[config.mk]
export PLATFORM = sky130hd
export DESIGN_NAME = instruction_fetch_stage
export DESIGN_NICKNAME = d
export VERILOG_FILES = /design/src/rtl/instruction_fetch_stage.sv
export SDC_FILE = /design/constraint.sdc
export NUM_CORES = 1
export LEC_CHECK = 0
export BUFFER_PORTS_ARGS = -buffer_cell sky130_fd_sc_hd__buf_2
export CORE_ASPECT_RATIO = 1.25
export CORE_MARGIN = 2
export CORE_UTILIZATION = 48
export DETAILED_ROUTE_END_ITERATION = 6
export PLACE_DENSITY = 0.81
export SLEW_MARGIN = 15
export SYNTH_ARGS = -nofsm -noshare
export SYNTH_HDL_FRONTEND = slang
export SYNTH_SLANG_ARGS = --single-unit
[constraint.sdc]
create_clock -name clk -period 3.5 [get_ports clk]
set_input_delay 0 -clock clk [delete_from_list [all_inputs] [get_ports clk]]
set_output_delay 0 -clock clk [all_outputs]
set_load 0.005 [all_outputs]
[src/rtl/instruction_fetch_stage.sv]
// MIPS fetch stage: program counter, instruction-memory request/valid handshake,
// and the IF/ID pipeline register with flush-on-redirect and hold-on-stall.
`timescale 1ns/1ps
module instruction_fetch_stage #(
  parameter logic [31:0] RESET_PC = 32'h0040_0000
) (
  input  logic        clk,
  input  logic        reset,
  input  logic        Stall,
  input  logic        Redirect,
  input  logic [31:0] RedirectPC,
  output logic        InstrReq,
  output logic [31:0] InstrAddr,
  input  logic        InstrValid,
  input  logic [31:0] InstrData,
  output logic [31:0] PC,
  output logic        IDValid,
  output logic [31:0] IDInstruction,
  output logic [5:0]  IDOP,
  output logic [5:0]  IDFunction,
  output logic [31:0] IDPCPlus4
);

  typedef enum logic [1:0] {
    S_BOOT,
    S_RUN,
    S_HOLD,
    S_FLUSH
  } state_t;

  state_t      r_state;
  state_t      w_next_state;
  logic [31:0] r_pc;
  logic        r_id_valid;
  logic [31:0] r_id_instr;
  logic [31:0] r_id_pc_plus4;

  logic [31:0] w_pc_plus4;
  logic [31:0] w_redirect_pc;
  logic        w_held;
  logic        w_redirect_take;
  logic        w_transfer;

  assign w_pc_plus4      = r_pc + 32'd4;
  assign w_redirect_pc   = RedirectPC & ~32'h0000_0003;
  assign w_held          = r_id_valid & Stall;
  assign w_redirect_take = Redirect & ((r_state == S_RUN) | (r_state == S_HOLD));
  assign w_transfer      = InstrReq & InstrValid;

  // NOTE: every always_comb output gets a default before the case so no path
  // leaves it unassigned; an unassigned path would infer a latch.
  always_comb begin
    w_next_state = r_state;
    InstrReq     = 1'b0;
    case (r_state)
      S_BOOT:  w_next_state = S_RUN;
      S_FLUSH: w_next_state = S_RUN;
      S_RUN, S_HOLD: begin
        InstrReq = (r_state == S_RUN) & ~Redirect & ~w_held;
        if (Redirect)    w_next_state = S_FLUSH;
        else if (w_held) w_next_state = S_HOLD;
        else             w_next_state = S_RUN;
      end
      default: w_next_state = S_BOOT;
    endcase
  end

  // NOTE: sequential state uses non-blocking assignments so every register
  // samples pre-edge values regardless of statement order.
  always_ff @(posedge clk or negedge reset) begin
    if (!reset) begin
      r_state <= S_BOOT;
    end else begin
      r_state <= w_next_state;
    end
  end

  // Redirect beats transfer, which beats the stall hold; otherwise a bubble.
  always_ff @(posedge clk or negedge reset) begin
    if (!reset) begin
      r_pc          <= RESET_PC;
      r_id_valid    <= 1'b0;
      r_id_instr    <= 32'd0;
      r_id_pc_plus4 <= 32'd0;
    end else if (w_redirect_take) begin
      r_pc       <= w_redirect_pc;
      r_id_valid <= 1'b0;
    end else if (w_transfer) begin
      r_pc          <= w_pc_plus4;
      r_id_valid    <= 1'b1;
      r_id_instr    <= InstrData;
      r_id_pc_plus4 <= w_pc_plus4;
    end else if (!w_held) begin
      r_id_valid <= 1'b0;
    end
  end

  assign InstrAddr     = r_pc;
  assign PC            = r_pc;
  assign IDValid       = r_id_valid;
  assign IDInstruction = r_id_instr;
  assign IDOP          = r_id_instr[31:26];
  assign IDFunction    = r_id_instr[5:0];
  assign IDPCPlus4     = r_id_pc_plus4;

endmodule

* Yosys cells after proc, flatten, opt, wreduce, memory -nomap -nowiden *
Index checks and enable logic that the tools add are counted.

operators by class
  $add $sub $neg = 1
  multiplexer cells = 9
  reduce and logical (&&, ||, !) cells = 5
  bitwise gates (word level) = 9
  equality and inequality tests = 4

operators by type and width
  operator                                                                count
  32-bit 2-to-1 mux                                                       2
  32-bit by 3-bit adder with 32-bit output (second input constant)        1
  1-bit bitwise AND                                                       5
  2-bit equality test (second input constant)                             2
  1-bit 2-to-1 mux                                                        4
  2-bit 2-to-1 mux                                                        2
  2-bit case mux with 2 select lines                                      1
  2-bit OR reduction                                                      2
  3-bit by 1-bit != test with 1-bit output (second input constant)        1
  1-bit inverter                                                          3
  2-bit by 1-bit equality test with 1-bit output (second input constant)  1
  2-bit zero test                                                         1
  2-bit AND reduction                                                     1
  2-bit nonzero test                                                      1
  1-bit bitwise OR                                                        1

word-level totals
  bits in registers = 99
  output and inout bits = 142
  word-level logic and storage cells = 33

* Longest topological paths before layout *
Gate-level depths: netlist of run 1.

  word-level depth = 7
  depth in mapped cells = 9

* Worst setup path after synthesis of run 1 *
No wires, ideal clock.

  path kind = register to register
  from = register r_pc[5] (netlist: InstrAddr[5])
  to = register r_id_pc_plus4[29] (netlist: IDPCPlus4[29])
  setup time = 0.125 ns
  period minus slack after synthesis = 2.056 ns
  path slack = 1.444 ns
  stages on the path, launching flop included = 8
  required time = 3.375 ns
  arrival time = 1.931 ns
  path buffers = 2
  cell sequence = dfrtp_1 -> buf_4 -> nand3_4 -> or4_4 -> buf_6 -> nor4_4 -> xor2_1 -> mux2_2

between the ends
  longest elaborated chain between the ends = 1

RTL lines
  element                                   RTL line  text
  start: declaration                        33        logic [31:0] r_pc;
  start signal: assignment                  86        r_pc <= w_redirect_pc;
  start signal: assignment                  89        r_pc <= w_pc_plus4;
  32-bit by 3-bit adder with 32-bit output  44        assign w_pc_plus4 = r_pc + 32'd4;
  end signal: assignment                    92        r_id_pc_plus4 <= w_pc_plus4;
  end: declaration                          36        logic [31:0] r_id_pc_plus4;

No other way between the ends.
A chain may end at the register's enable or synchronous reset.

* Worst setup path after layout of run 1 *
  from = register r_state[0]
  to = register r_pc[31] (netlist: InstrAddr[31])

between the ends
  longest elaborated chain between the ends = 6
  elaborated cells between the ends (all ways) = 11

RTL lines
  element                                         RTL line    text
  start: declaration                              31          state_t r_state;
  start signal: assignment                        74          r_state <= w_next_state;
  2-bit by 1-bit equality test with 1-bit output  47, 55, 59
  1-bit bitwise AND (2 in a row)                  59          InstrReq = (r_state == S_RUN) & ~Redirect & ~w_held;
  1-bit 2-to-1 mux                                55          case (r_state)
  1-bit bitwise AND                               48          assign w_transfer = InstrReq & InstrValid;
  2-bit nonzero test (no source line)             -

Several ways; a longest one is shown, not always the timed one.

==> impl_metrics.toml, run 1 <==
[synth]
synth.ff_latch_count = 95
async_flop_share_pct = 100
netlist-cell-type-count = 39
synth_enable_flop_cells = 0
synth_area_sq_um = 4690
synthCells = 508
synth.yosys.seq_area_share_pct = 50.7
synth_flop_cell = "sky130_fd_sc_hd__dfrtp_1"
syn_avg_cell_area_sq_um = 9.23
synthesis.yosys.warnings = 0

[timing]
slew-limit-headroom_pct = 43.2
finalHoldViolations = 0
finalCriticalPeriod_ps = 2650
final_min_period_over_clock_period_pct = 75.8
slew_violations = 0
tightest_slew_ps = 850
timing.final.setup_violations = 0
grt_setup_unrepaired = "no"
timing.clock.skew_ps = 4.33
timing.setup.tns_ps = 0
setup_ws_ps = 848
fmax_mhz = 377

[detailed_routing]
via_per_inst = 5.18
drt_first_iter_violations = 175
route.final.wire_length_um = 13400
antenna_viol_nets_final = 0
vias = 4424
remaining_drc_errors = 0
post_drt_wl_per_cell_um = 15.7
drt_pass1_iterations = 5

[die]
coreArea_sq_um = 9560
die-area_sq_um = 10600
io_pins = 211
die_height_um = 115
floorplan.initialDensity_pct = 49.1
placement_rows = 40
chipWidth_um = 92.4

[power_and_ir_drop]
power.ir.vdd_worst_mv = 0.275
power.static_leakage_uw = 0.00333
design_power_total_uw = 4260
power_density_nw_per_um2 = 658

[worst_setup_path]
timing_worst_setup_path_type = "flip-flop to flip-flop"
reg2reg_depth = 7
critical-path-max-stage-delay_ps = 710
timing.critical_path.arrival_ps = 2860
cp-end-kind = "flip-flop"
critical-path-slowest-cell = "sky130_fd_sc_hd__nand4_1"
r2r_setup_slack_ps = 850
timing.critical_path.cells = "ha_1 > nor2_1 > nand4_1 > buf_4 > and3_1 > a21oi_1 > o21ai_0"
reg2reg_to = "InstrAddr[31]"
cp_data_required_time_ps = 3700
critPathLaunchType = "flip-flop"
rr_startpoint = "r_state[0]"
cp.depth = 7
bufs_and_invs_on_worst_path = 1
critical_path.top_delay_family = "simple AND/OR/NAND/NOR gates"
critPathMaxFanout = 32

[grt]
global_route_wire_length_before_repair_um = 21200
globalRouteOverflowTotal = 0
grt_pass1_vias = 4384
antenna_found_initial = 0
grt.total_usage_pct = 25.3
grt_start_max_net_pins = 63

[placed_design]
place.gp.congestion = 0.850
hpwl_after_detailed_placement_um = 8610
dpl_worst_slack_ps = 806
port-buffer-count = 202

[cells_and_area]
layout-drive-gt1-share_pct = 32.8
n_antenna_cell = 0
area_delta_synth_final_pct = 38.0
nNetsFinal = 795

[clock_tree]
cts_made_buffers = 9
cts.sinks = 95
skew_pair_late_insertion_delay_ps = 330
h-tree-depth = 3
ctsLongestPathBuffers = 2
cts_tree = "yes"
cts.reportedPaths.clkPinSlew_ps = 60
clock_root_buffer_master = "sky130_fd_sc_hd__clkbuf_16"

[run_status]
outcome = "finished, final reports clean"

[job]
timing.max_cap.violations = 0

[worst_hold_path]
min_path_type = "primary input to asynchronous set/reset pin"
synthesized netlist by cell type, types with 2 or more instances:
cell type / count / share of area [%]
sky130_fd_sc_hd__a21o_1: 7 / 1.1
sky130_fd_sc_hd__a21oi_1: 7 / 0.75
sky130_fd_sc_hd__a221o_1: 8 / 1.7
sky130_fd_sc_hd__a22o_1: 2 / 0.37
sky130_fd_sc_hd__a22oi_1: 13 / 2.1
sky130_fd_sc_hd__and2_1: 2 / 0.27
sky130_fd_sc_hd__and3_1: 8 / 1.1
sky130_fd_sc_hd__and4_1: 2 / 0.37
sky130_fd_sc_hd__buf_1: 2 / 0.16
sky130_fd_sc_hd__buf_4: 49 / 7.8
sky130_fd_sc_hd__clkbuf_1: 26 / 2.1
sky130_fd_sc_hd__dfrtp_1: 94 / 50
sky130_fd_sc_hd__ha_1: 2 / 0.53
sky130_fd_sc_hd__inv_1: 3 / 0.24
sky130_fd_sc_hd__mux2_2: 2 / 0.48
sky130_fd_sc_hd__nand2_1: 140 / 11
sky130_fd_sc_hd__nand3_1: 13 / 1.4
sky130_fd_sc_hd__nand4_1: 11 / 1.5
sky130_fd_sc_hd__nor2_1: 17 / 1.4
sky130_fd_sc_hd__nor3_1: 6 / 0.64
sky130_fd_sc_hd__nor3b_1: 3 / 0.48
sky130_fd_sc_hd__nor4_1: 6 / 0.80
sky130_fd_sc_hd__nor4_2: 3 / 0.80
sky130_fd_sc_hd__o211ai_1: 2 / 0.32
sky130_fd_sc_hd__o21ai_0: 34 / 3.6
sky130_fd_sc_hd__o21ai_1: 8 / 0.85
sky130_fd_sc_hd__xnor2_1: 17 / 3.2
sky130_fd_sc_hd__xor2_1: 10 / 1.9
cell usage in the layout (no fill, tap or decap), types with 2 or more instances in the layout:
cell and instances:
sky130_fd_sc_hd__nor3_1 6, sky130_fd_sc_hd__o21ai_0 34, sky130_fd_sc_hd__nand2_1 140, sky130_fd_sc_hd__mux2_2 2, sky130_fd_sc_hd__xnor2_1 17, sky130_fd_sc_hd__o211ai_1 2, sky130_fd_sc_hd__o21ai_1 8, sky130_fd_sc_hd__clkbuf_1 2
sky130_fd_sc_hd__and3_1 8, sky130_fd_sc_hd__nor4_1 5, sky130_fd_sc_hd__a21oi_1 7, sky130_fd_sc_hd__nor4_2 4, sky130_fd_sc_hd__conb_1 6, sky130_fd_sc_hd__inv_1 3, sky130_fd_sc_hd__nand3_1 13, sky130_fd_sc_hd__a21o_1 7
sky130_fd_sc_hd__dlygate4sd3_1 66, sky130_fd_sc_hd__buf_2 201, sky130_fd_sc_hd__ha_1 2, sky130_fd_sc_hd__nor2_1 16, sky130_fd_sc_hd__nand4_1 11, sky130_fd_sc_hd__a22o_1 2, sky130_fd_sc_hd__nor3b_1 3, sky130_fd_sc_hd__clkbuf_16 9
sky130_fd_sc_hd__a22oi_1 13, sky130_fd_sc_hd__buf_4 11, sky130_fd_sc_hd__and2_1 2, sky130_fd_sc_hd__dfrtp_1 94, sky130_fd_sc_hd__xor2_1 10, sky130_fd_sc_hd__bufinv_16 3, sky130_fd_sc_hd__a221o_1 8
layer usage:
| layer | routed length (um) | global-route usage (%) |
|---|---|---|
| met4 | 251 | 10.1 |
| met1 | 5090 | 28.8 |
| met2 | 7230 | 47.4 |
| met3 | 813 | 3.62 |
| met5 | 0 | 0 |
power breakdown:
part           switching (uW)  internal [uW]  leakage, uW
combinational             656            684      0.00199
clock                     381            693     0.000160
sequential                360           1480      0.00118
timing repair:
| action | 4_1_cts | 5_1_grt |
|---|---|---|
| resized for setup | 0 | 0 |
| buffers inserted | 0 | 0 |
| hold buffers | 66 | 0 |
| hold endpoints to repair | 124 | 0 |
kinds of logic after synthesis:
group,share of synthesized area (%)
DFF,50.7
adders and majority gates,0.534
xor gates and xnor gates,5.04
buffers and inverters,10.6
muxes,0.480
and+or+nand+nor,21.3
AOI/OAI and AO/OA,11.3
other,0.0800
sequential cells by signal, indices dropped and copies added, names as in the netlist:
| signal | count |
|---|---|
| IDInstruction | 32 |
| IDValid | 1 |
| InstrAddr | 30 |
| r_state | 2 |
| IDPCPlus4 | 30 |
layout make-up:
cell class	instances	area, sq um
clock inverter	4	95.1
tap	126	158
sequential	95	2380
clock buffer	11	233
fill	734	3090
multi-input combinational	337	1850
timing repair buffer	278	1750
inverter	3	11.3
through the flow:
step	area [sq um]	instances	utilization, %	hold slack, ps
final	6470	854	67.7	281
after CTS	6470	854	67.7	307
after global placement	5480	773	57.4	110
after floorplan	4710	513	-	-296
after global routing	6470	854	67.7	335
after detailed placement	5480	773	57.4	121
worst max path at each step:
stage / startpoint / endpoint
2_1_floorplan: InstrAddr[5] / IDPCPlus4[29]
3_3_place_gp: r_state[0] / InstrAddr[7]
3_5_place_dp: r_state[0] / InstrAddr[7]
4_1_cts: r_state[0] / InstrAddr[7]
5_1_grt: r_state[0] / InstrAddr[31]
6_report: r_state[0] / InstrAddr[31]
No activity file was read; power rests on OpenSTA's default activity.
==> inputs of run 2 (changes only) <==
--- a/config.mk
+++ b/config.mk
@@ -8,9 +8,9 @@
 export BUFFER_PORTS_ARGS = -buffer_cell sky130_fd_sc_hd__buf_2
 export CORE_ASPECT_RATIO = 1.25
 export CORE_MARGIN = 2
-export CORE_UTILIZATION = 48
+export CORE_UTILIZATION = 47
 export DETAILED_ROUTE_END_ITERATION = 6
-export PLACE_DENSITY = 0.81
+export PLACE_DENSITY = 0.8
 export SLEW_MARGIN = 15
 export SYNTH_ARGS = -nofsm -noshare
 export SYNTH_HDL_FRONTEND = slang
==> constraint.sdc (replaced) <==
create_clock -name clk -period 2.55 [get_ports clk]
set_input_delay 0 -clock clk [delete_from_list [all_inputs] [get_ports clk]]
set_output_delay 0 -clock clk [all_outputs]
set_load 0.005 [all_outputs]
==> impl_metrics.toml, run 2 (same netlist as run 1, synthesis figures left out) <==
[cells_and_area]
layout_commonest_cell = "sky130_fd_sc_hd__buf_2"
largest_register_ff_count = 32
nNetsFinal = 795
highest_count_cells_in_the_layout_ignoring_fill_and_taps = "201 x sky130_fd_sc_hd__buf_2, 140 x sky130_fd_sc_hd__nand2_1, 94 x sky130_fd_sc_hd__dfrtp_1"
utilization_pct = 66.9
layout-drive-gt1-share_pct = 33.1
area_delta_synth_final_pct = 37.8
n_antenna_cell = 0

[timing]
finalHoldViolations = 0
final_min_period_over_clock_period_pct = 95.9
slew_violations = 0
grt_setup_unrepaired = "yes"
tightest_slew_ps = 1080
timing.final.setup_violations = 0
timing.clock.skew_ps = 7.80
slew-limit-headroom_pct = 28.2
finalCriticalPeriod_ps = 2440
fmax_mhz = 409

[worst_setup_path]
critical-path-slowest-cell = "sky130_fd_sc_hd__buf_4"
cp_data_required_time_ps = 2820
timing.critical_path.cells = "ha_1 > nor2_1 > and4_2 > buf_4 > nand4_1 > or3_1 > nand3_1"
critPathLaunchType = "flip-flop"
critical-path-max-stage-delay_ps = 420
cp-end-kind = "flip-flop"
cp.depth = 7
critical_path.top_delay_family = "simple AND/OR/NAND/NOR gates"
timing.critical_path.arrival_ps = 2720
timing_worst_setup_path_type = "flip-flop to flip-flop"
reg2reg_depth = 7
bufs_and_invs_on_worst_path = 1
critPathMaxFanout = 43

[clock_tree]
cts_resized = 0
cts_made_buffers = 9
cts.reportedPaths.clkPinSlew_ps = 70
cts_setup_buffers = 0
h-tree-depth = 3
cts.sinks = 95
cts_tree = "yes"
skew_pair_late_insertion_delay_ps = 330
ctsLongestPathBuffers = 2
clock_root_buffer_master = "sky130_fd_sc_hd__clkbuf_16"

[power_and_ir_drop]
power.static_leakage_uw = 0.00332
power_density_nw_per_um2 = 889
design_power_total_uw = 5750
power.ir.vdd_worst_mv = 0.476

[grt]
globalRouteOverflowTotal = 0
grt_pass1_vias = 4219
grt.total_usage_pct = 23.9
grt_start_max_net_pins = 87
antenna_found_initial = 0
global_route_wire_length_before_repair_um = 20300

[die]
chipWidth_um = 93.3
placement_rows = 40
floorplan.initialDensity_pct = 48.5
die-area_sq_um = 10800
die_height_um = 116
io_pins = 211
coreArea_sq_um = 9660

[placed_design]
hpwl_after_detailed_placement_um = 8320
place.gp.congestion = 0.841
port-buffer-count = 202

[detailed_routing]
remaining_drc_errors = 0
via_per_inst = 5.13
vias = 4384
drt_pass1_iterations = 5
post_drt_wl_per_cell_um = 15.1
antenna_viol_nets_final = 0
route.final.wire_length_um = 12900
drt_first_iter_violations = 234

[run_status]
outcome = "finished, final reports clean"

[worst_hold_path]
min_path_type = "primary input to asynchronous set/reset pin"

[job]
timing.max_cap.violations = 0
## run 2: cell count changes in the layout (fill, tap and decap cells not counted)
cell	change
sky130_fd_sc_hd__buf_6	+1
sky130_fd_sc_hd__clkinvlp_4	+2
sky130_fd_sc_hd__bufinv_16	-1
sky130_fd_sc_hd__clkinv_2	+1
sky130_fd_sc_hd__buf_4	-1
sky130_fd_sc_hd__clkbuf_1	-1
## run 2: layout make-up
type,instances,area (sq um)
Fill cell,787,3200
Timing Repair Buffer,278,1750
Clock inverter,6,85.1
Inverter,3,11.3
Clock buffer,10,229
Sequential cell,95,2380
Multi-Input combinational cell,337,1850
Tap cell,126,158
## run 2: path summary, 6_finish.rpt
kind / slack [ps] / startpoint / to
max: 110 / r_state[0] / InstrAddr[22]
min reg2reg: 470 / IDInstruction[9] / IDInstruction[9]
max reg2reg: 110 / r_state[0] / InstrAddr[22]
max in group asynchronous: 1610 / reset / IDInstruction[8]
min: 310 / reset / IDPCPlus4[14]
min in group clk: 350 / InstrValid / InstrAddr[8]
## run 2: layer usage
metal | up-vias | share of wire (%) | global-route usage [%]
met5 | - | 0 | 0
met4 | 0 | 1.1 | 9.22
met3 | 12 | 6.2 | 3.51
met2 | 200 | 53 | 43.0
met1 | 2082 | 40 | 28.9
li1 | 2090 | - | -
## run 2: worst reg2reg max path, stage by stage, from the launching register on
cell                      delay [ps]
sky130_fd_sc_hd__dfrtp_1         380
sky130_fd_sc_hd__ha_1            340
sky130_fd_sc_hd__nor2_1          230
sky130_fd_sc_hd__and4_2          280
sky130_fd_sc_hd__buf_4           420
sky130_fd_sc_hd__nand4_1         260
sky130_fd_sc_hd__or3_1           380
sky130_fd_sc_hd__nand3_1         100
## run 2: where the power goes
part	switching [uW]	leakage, uW	internal, uW
clock	552	0.000148	856
combinational	886	0.00199	940
sequential	477	0.00118	2030
## run 2: metrics by stage
step / TNS, ps / cell area (sq um) / worst slack (ps) / instances / hold WS, ps
floorplan: 0 / 4710 / 494 / 513 / -296
global placement: 0 / 5480 / 289 / 773 / 188
detailed placement: 0 / 5480 / 164 / 773 / 194
CTS: 0 / 6460 / 148 / 855 / 336
global route: -171 / 6460 / -76.9 / 855 / 373
finish: 0 / 6460 / 105 / 855 / 307
## run 2: repair_timing
action	4_1_cts	5_1_grt
hold endpoints to repair	148	0
hold buffers	66	0
setup endpoints to repair	0	3
